===== src/rtl/vga_timing_gen.sv =====
// Parametrised raster timing generator with zero-skew sync/video/coordinate outputs.
// Optional VGA_FRAME_CNT_EN adds a 16-bit frame counter output.
module vga_timing_gen #(
  parameter int unsigned H_DISPLAY  = 640,
  parameter int unsigned H_FP       = 16,
  parameter int unsigned H_SYNC     = 96,
  parameter int unsigned H_BP       = 48,
  parameter int unsigned V_DISPLAY  = 480,
  parameter int unsigned V_FP       = 10,
  parameter int unsigned V_SYNC     = 2,
  parameter int unsigned V_BP       = 33,
  parameter bit          H_SYNC_POL = 1'b0,
  parameter bit          V_SYNC_POL = 1'b0,
  parameter int unsigned CW         = 12
) (
  input  logic          clk,
  input  logic          rst,
  input  logic          ce,
  output logic          hsync,
  output logic          vsync,
  output logic          video_on,
  output logic [CW-1:0] pixel_x,
  output logic [CW-1:0] pixel_y,
  output logic          line_start,
  output logic          frame_start,
  output logic          vblank
`ifdef VGA_FRAME_CNT_EN
  ,
  output logic [15:0]   frame_count
`endif
);

  localparam int unsigned HTOTAL   = H_DISPLAY + H_FP + H_SYNC + H_BP;
  localparam int unsigned VTOTAL   = V_DISPLAY + V_FP + V_SYNC + V_BP;
  localparam int unsigned HS_START = H_DISPLAY + H_FP;
  localparam int unsigned HS_END   = HS_START + H_SYNC;
  localparam int unsigned VS_START = V_DISPLAY + V_FP;
  localparam int unsigned VS_END   = VS_START + V_SYNC;

  localparam logic [CW-1:0] H_LAST = CW'(HTOTAL - 1);
  localparam logic [CW-1:0] V_LAST = CW'(VTOTAL - 1);

  logic [CW-1:0] x_next;
  logic [CW-1:0] y_next;
  logic          hsync_next;
  logic          vsync_next;
  logic          video_on_next;
  logic          vblank_next;
  logic          line_start_next;
  logic          frame_start_next;

  // Next pixel position and its decode; registering these keeps all outputs aligned.
  always_comb begin
    x_next = pixel_x + CW'(1);
    y_next = pixel_y;
    if (pixel_x == H_LAST) begin
      x_next = '0;
      y_next = (pixel_y == V_LAST) ? '0 : pixel_y + CW'(1);
    end
    hsync_next       = ((x_next >= CW'(HS_START)) && (x_next < CW'(HS_END))) ? H_SYNC_POL : ~H_SYNC_POL;
    vsync_next       = ((y_next >= CW'(VS_START)) && (y_next < CW'(VS_END))) ? V_SYNC_POL : ~V_SYNC_POL;
    video_on_next    = (x_next < CW'(H_DISPLAY)) && (y_next < CW'(V_DISPLAY));
    vblank_next      = (y_next >= CW'(V_DISPLAY));
    line_start_next  = (x_next == '0);
    frame_start_next = (x_next == '0) && (y_next == '0);
  end

  always_ff @(posedge clk) begin
    if (rst) begin
      pixel_x     <= H_LAST;
      pixel_y     <= V_LAST;
      hsync       <= ~H_SYNC_POL;
      vsync       <= ~V_SYNC_POL;
      video_on    <= 1'b0;
      vblank      <= 1'b1;
      line_start  <= 1'b0;
      frame_start <= 1'b0;
    end else if (ce) begin
      pixel_x     <= x_next;
      pixel_y     <= y_next;
      hsync       <= hsync_next;
      vsync       <= vsync_next;
      video_on    <= video_on_next;
      vblank      <= vblank_next;
      line_start  <= line_start_next;
      frame_start <= frame_start_next;
    end else begin
      // Strobes are single-cycle even when the pixel clock enable is sparse.
      line_start  <= 1'b0;
      frame_start <= 1'b0;
    end
  end

`ifdef VGA_FRAME_CNT_EN
  always_ff @(posedge clk) begin
    if (rst) begin
      frame_count <= 16'd0;
    end else if (ce && frame_start_next) begin
      frame_count <= frame_count + 16'd1;
    end
  end
`endif

endmodule

===== config.mk =====
export PLATFORM = sky130hd
export DESIGN_NAME = vga_timing_gen
export DESIGN_NICKNAME = d
export VERILOG_FILES = /design/src/rtl/vga_timing_gen.sv
export SDC_FILE = /design/constraint.sdc
export NUM_CORES = 1
export LEC_CHECK = 0
export CORE_ASPECT_RATIO = 0.8
export CORE_UTILIZATION = 40
export DETAILED_ROUTE_END_ITERATION = 7
export GPL_TIMING_DRIVEN = 1
export PLACE_DENSITY = 0.62
export SLEW_MARGIN = 20
export SYNTH_ARGS = -nofsm -noshare
export SYNTH_HDL_FRONTEND = slang
export SYNTH_SLANG_ARGS = --single-unit

===== constraint.sdc =====
create_clock -name clk -period 5.69 [get_ports clk]
set_input_delay 0.569 -clock clk [delete_from_list [all_inputs] [get_ports clk]]
set_output_delay 0.569 -clock clk [all_outputs]
set_load 0.005 [all_outputs]

==> Flow_metrics.wiki <==
{| class="wikitable"
! Metric !! Value
|-
| Wire length of the first global-routing pass || 9.72 mm
|-
| Post-CTS Setup Bufs || 0
|-
| Cell variety after synth || 61
|-
| Vias in the first global route || 1812
|-
| Final critical-path required period || 2.97 ns
|-
| Clock Tree Buf Depth || 2
|-
| Area used by multi-input combinational logic || 0.00142 mm^2
|-
| Net switching share of the total power || 33.2%
|-
| Sequential standard cell area || 601 um^2
|-
| Initial antenna violation count || 0
|-
| Weighted congestion at the end of routability-driven global placement || 0.866
|-
| # rows || 23
|-
| Die area || 0.00571 mm^2
|-
| Syn_nets || 300
|-
| Final routed wirelength across all metal layers || 6.03 mm
|-
| Synthesized area per cell || 7.36 um^2
|-
| Chain of cells forming the critical path || ha_1 -> nand4_1 -> nor3_2 -> buf_4 -> and4_1 -> mux2_2 -> o21ai_1 -> and4bb_1
|-
| Post-synthesis register bit count || 30
|-
| Clock latency of the later-clocked register in the worst-skew pair || 0.29 ns
|-
| Area share of the leading cell type in the synthesized netlist || 27.8%
|-
| Routed vias || 2253
|-
| Clock tree from TritonCTS || built
|-
| Clock slew seen by the registers of the worst setup and hold paths || 0.07 ns
|-
| Share of the clock period used by the worst path after layout || 52.1%
|-
| Count of pins over their slew limit || 0
|-
| Share of the core filled with cells || 51.2%
|-
| Ys Warns || 0
|-
| Actual transition at the worst max-transition pin || 0.677 ns
|-
| Post-Route Skew || 0.00816 ns
|-
| Detailed router's first-iteration violation count || 199
|-
| Post-synthesis sequential area ratio || 27.8%
|-
| Cell Area, Synth || 0.00216 mm^2
|-
| Headroom to the max-slew limit || 54.5%
|-
| Area Overhead vs Synth || 20.6%
|-
| Inst Count DP || 362
|-
| Horizontal die dimension || 84.2 um
|-
| Starting utilization of the core area || 42.5%
|-
| Detailed Place HPWL || 4.18 mm
|-
| Critical Path AT || 3.15 ns
|-
| Post-cts gate resize count || 0
|-
| Max Clk Rate || 337 MHz
|-
| Sort of element at the start of the critical path || flip-flop
|-
| First-pass iteration count of the detailed router || 7
|-
| Area inside the core boundary || 0.00509 mm^2
|-
| Failing checks || DRC
|-
| Cell at the root of the clock tree || sky130_fd_sc_hd__clkbuf_8
|-
| Worst path buffer plus inverter count || 1
|-
| Switch Pwr || 0.249 mW
|-
| Internal power of the cells || 0.502 mW
|-
| Number of enable-type register cells in the synthesized netlist || 0
|-
| Outcome || finished with violations
|-
| Diodes inserted || 0
|-
| Top Family by Delay on Critical Path || simple AND/OR/NAND/NOR gates
|-
| Fin cells || 370
|-
| # Max-Cap Violations || 0
|-
| Dominant register cell in the synthesized netlist || sky130_fd_sc_hd__dfxtp_1
|-
| Startpoint-to-endpoint class of the critical path || reg -> reg
|-
| Clock buffer count from CTS || 5
|-
| Part of the power in registers || 34.9%
|-
| Worst min path class || reg -> reg
|-
| Fill cells || 502
|-
| Top area cells in the synthesized netlist || sky130_fd_sc_hd__dfxtp_1 28%, sky130_fd_sc_hd__nor2_1 6.1%, sky130_fd_sc_hd__nand3_1 5.6%, sky130_fd_sc_hd__clkbuf_1 4.5%, sky130_fd_sc_hd__xor2_1 3.6%
|-
| Crit end category || flip-flop
|-
| Number of failing hold endpoints at the final stage || 0
|-
| Die height || 67.8 um
|-
| Post-detailed-route DRC marker count || 10
|-
| Count leader, synth || sky130_fd_sc_hd__nor2_1
|-
| GRT Residual Overflow || 0
|-
| Cells after synthesis || 294
|-
| Worst Path Max Fanout || 19
|-
| Top cells by count, synth || 35 x sky130_fd_sc_hd__nor2_1, 30 x sky130_fd_sc_hd__dfxtp_1, 26 x sky130_fd_sc_hd__clkbuf_1
|-
| Count of input and output buffers || 32
|-
| Ratio of total power to cell area || 288 mW/mm^2
|-
| # IOs || 33
|-
| Setup TNS || 0 ns
|-
| Antenna-violating nets left || 0
|-
| Crit-path slowest cell || sky130_fd_sc_hd__dfxtp_1
|-
| Number of hold-repair buffers added at the cts stage || 0
|-
| Share of async-settable or async-resettable flops after synthesis || 0%
|-
| Post-synthesis cell type with the largest combined area || sky130_fd_sc_hd__dfxtp_1
|-
| Fraction of layout cells with a size suffix above 1 || 5.84%
|-
| GRT Resource Usage Total || 22.1%
|-
| Routed via count divided by cell count || 6.09
|-
| RSZ-0062 raised after global routing || no
|-
| Required @ worst endpoint || 5.87 ns
|-
| Layout Nets || 313
|-
| Combinational share of power || 28.5%
|-
| Maximum vdd drop || 184 uV
|-
| H-tree depth reported by CTS || 2
|-
| Final setup fails || 0
|-
| Static leakage || 0.917 nW
|-
| Maximum number of pins on one net before global-route repair || 23
|-
| Share of power burned in the clock network || 36.6%
|-
| Number of clock sinks || 30
|-
| WL/cell || 16.3 um
|-
| Maximum single-stage delay on the critical path || 0.46 ns
|}
-- power groups by stage --
| stage | Combinational, mW | Sequential (mW) | Clock, mW |
|---|---|---|---|
| 6_report | 0.214 | 0.262 | 0.275 |
| 5_1_grt | 0.235 | 0.267 | 0.289 |
| 4_1_cts | 0.211 | 0.262 | 0.279 |
| 3_5_place_dp | 0.210 | 0.266 | 0 |
| 3_3_place_gp | 0.210 | 0.266 | 0 |
| 2_1_floorplan | 0.163 | 0.243 | 0 |
-- sequential cells by signal, indices dropped and copies added (netlist names) --
register / cells
pixel_y: 12
video_on: 1
hsync: 1
line_start: 1
frame_start: 1
vsync: 1
pixel_x: 12
vblank: 1
-- per-layer routing --
metal | up-vias | track usage, % | routed length (um)
li1 | 1122 | - | -
met1 | 1039 | 33.9 | 3190
met2 | 87 | 29.9 | 2380
met3 | 5 | 5.13 | 418
met4 | 0 | 5.82 | 49
met5 | - | 0 | 0
-- layout by cell type (no fill, tap or decap), types with 9 or more instances in the layout --
master / n
sky130_fd_sc_hd__nor2_1: 35
sky130_fd_sc_hd__xor2_1: 9
sky130_fd_sc_hd__clkdlybuf4s50_1: 32
sky130_fd_sc_hd__nand3_1: 24
sky130_fd_sc_hd__nand2_1: 20
sky130_fd_sc_hd__dfxtp_1: 30
sky130_fd_sc_hd__a31oi_1: 9
sky130_fd_sc_hd__o21ai_1: 11
sky130_fd_sc_hd__o21ai_0: 10
sky130_fd_sc_hd__a21oi_1: 14
-- metrics by stage --
stage	cell area [um^2]	hold WS [ns]	power, mW	setup slack [ns]
floorplan	2160	0.470	0.406	3.27
global placement	2470	0.487	0.477	2.74
detailed placement	2470	0.490	0.476	2.74
CTS	2610	0.501	0.752	2.83
global route	2610	0.558	0.791	2.48
finish	2610	0.496	0.752	2.72
-- final timing paths --
check,from,to,slack (ns),cells past startpoint
hold / removal,video_on,video_on,0.50,2
setup reg to reg,pixel_x[0],frame_start,2.72,8
setup / recovery,pixel_x[0],frame_start,2.72,8
hold reg to reg,video_on,video_on,0.50,2
-- worst min-delay path, stage by stage (launching register included) --
cell	delay, ns
sky130_fd_sc_hd__dfxtp_1	0.32
sky130_fd_sc_hd__nand3_1	0.08
sky130_fd_sc_hd__o21ai_1	0.06
-- cell families after synthesis --
group | Yosys count | synth area share, %
xor+xnor | 16 | 6.48
compound gates | 70 | 20.6
fa+ha+maj | 3 | 1.74
buf+inv | 35 | 6.48
flops | 30 | 27.8
mux | 5 | 2.49
simple gates | 135 | 34.5
-- area by class of cell --
cell class	instances	area share (%)
clock buffers	6	3.17
clock inverters	2	2.30
inverters	6	0.863
multi-input cells	229	54.5
flip-flops and latches	30	23.0
well taps	62	2.97
repair buffers	35	13.1
Power figures use the tool's default switching activity.
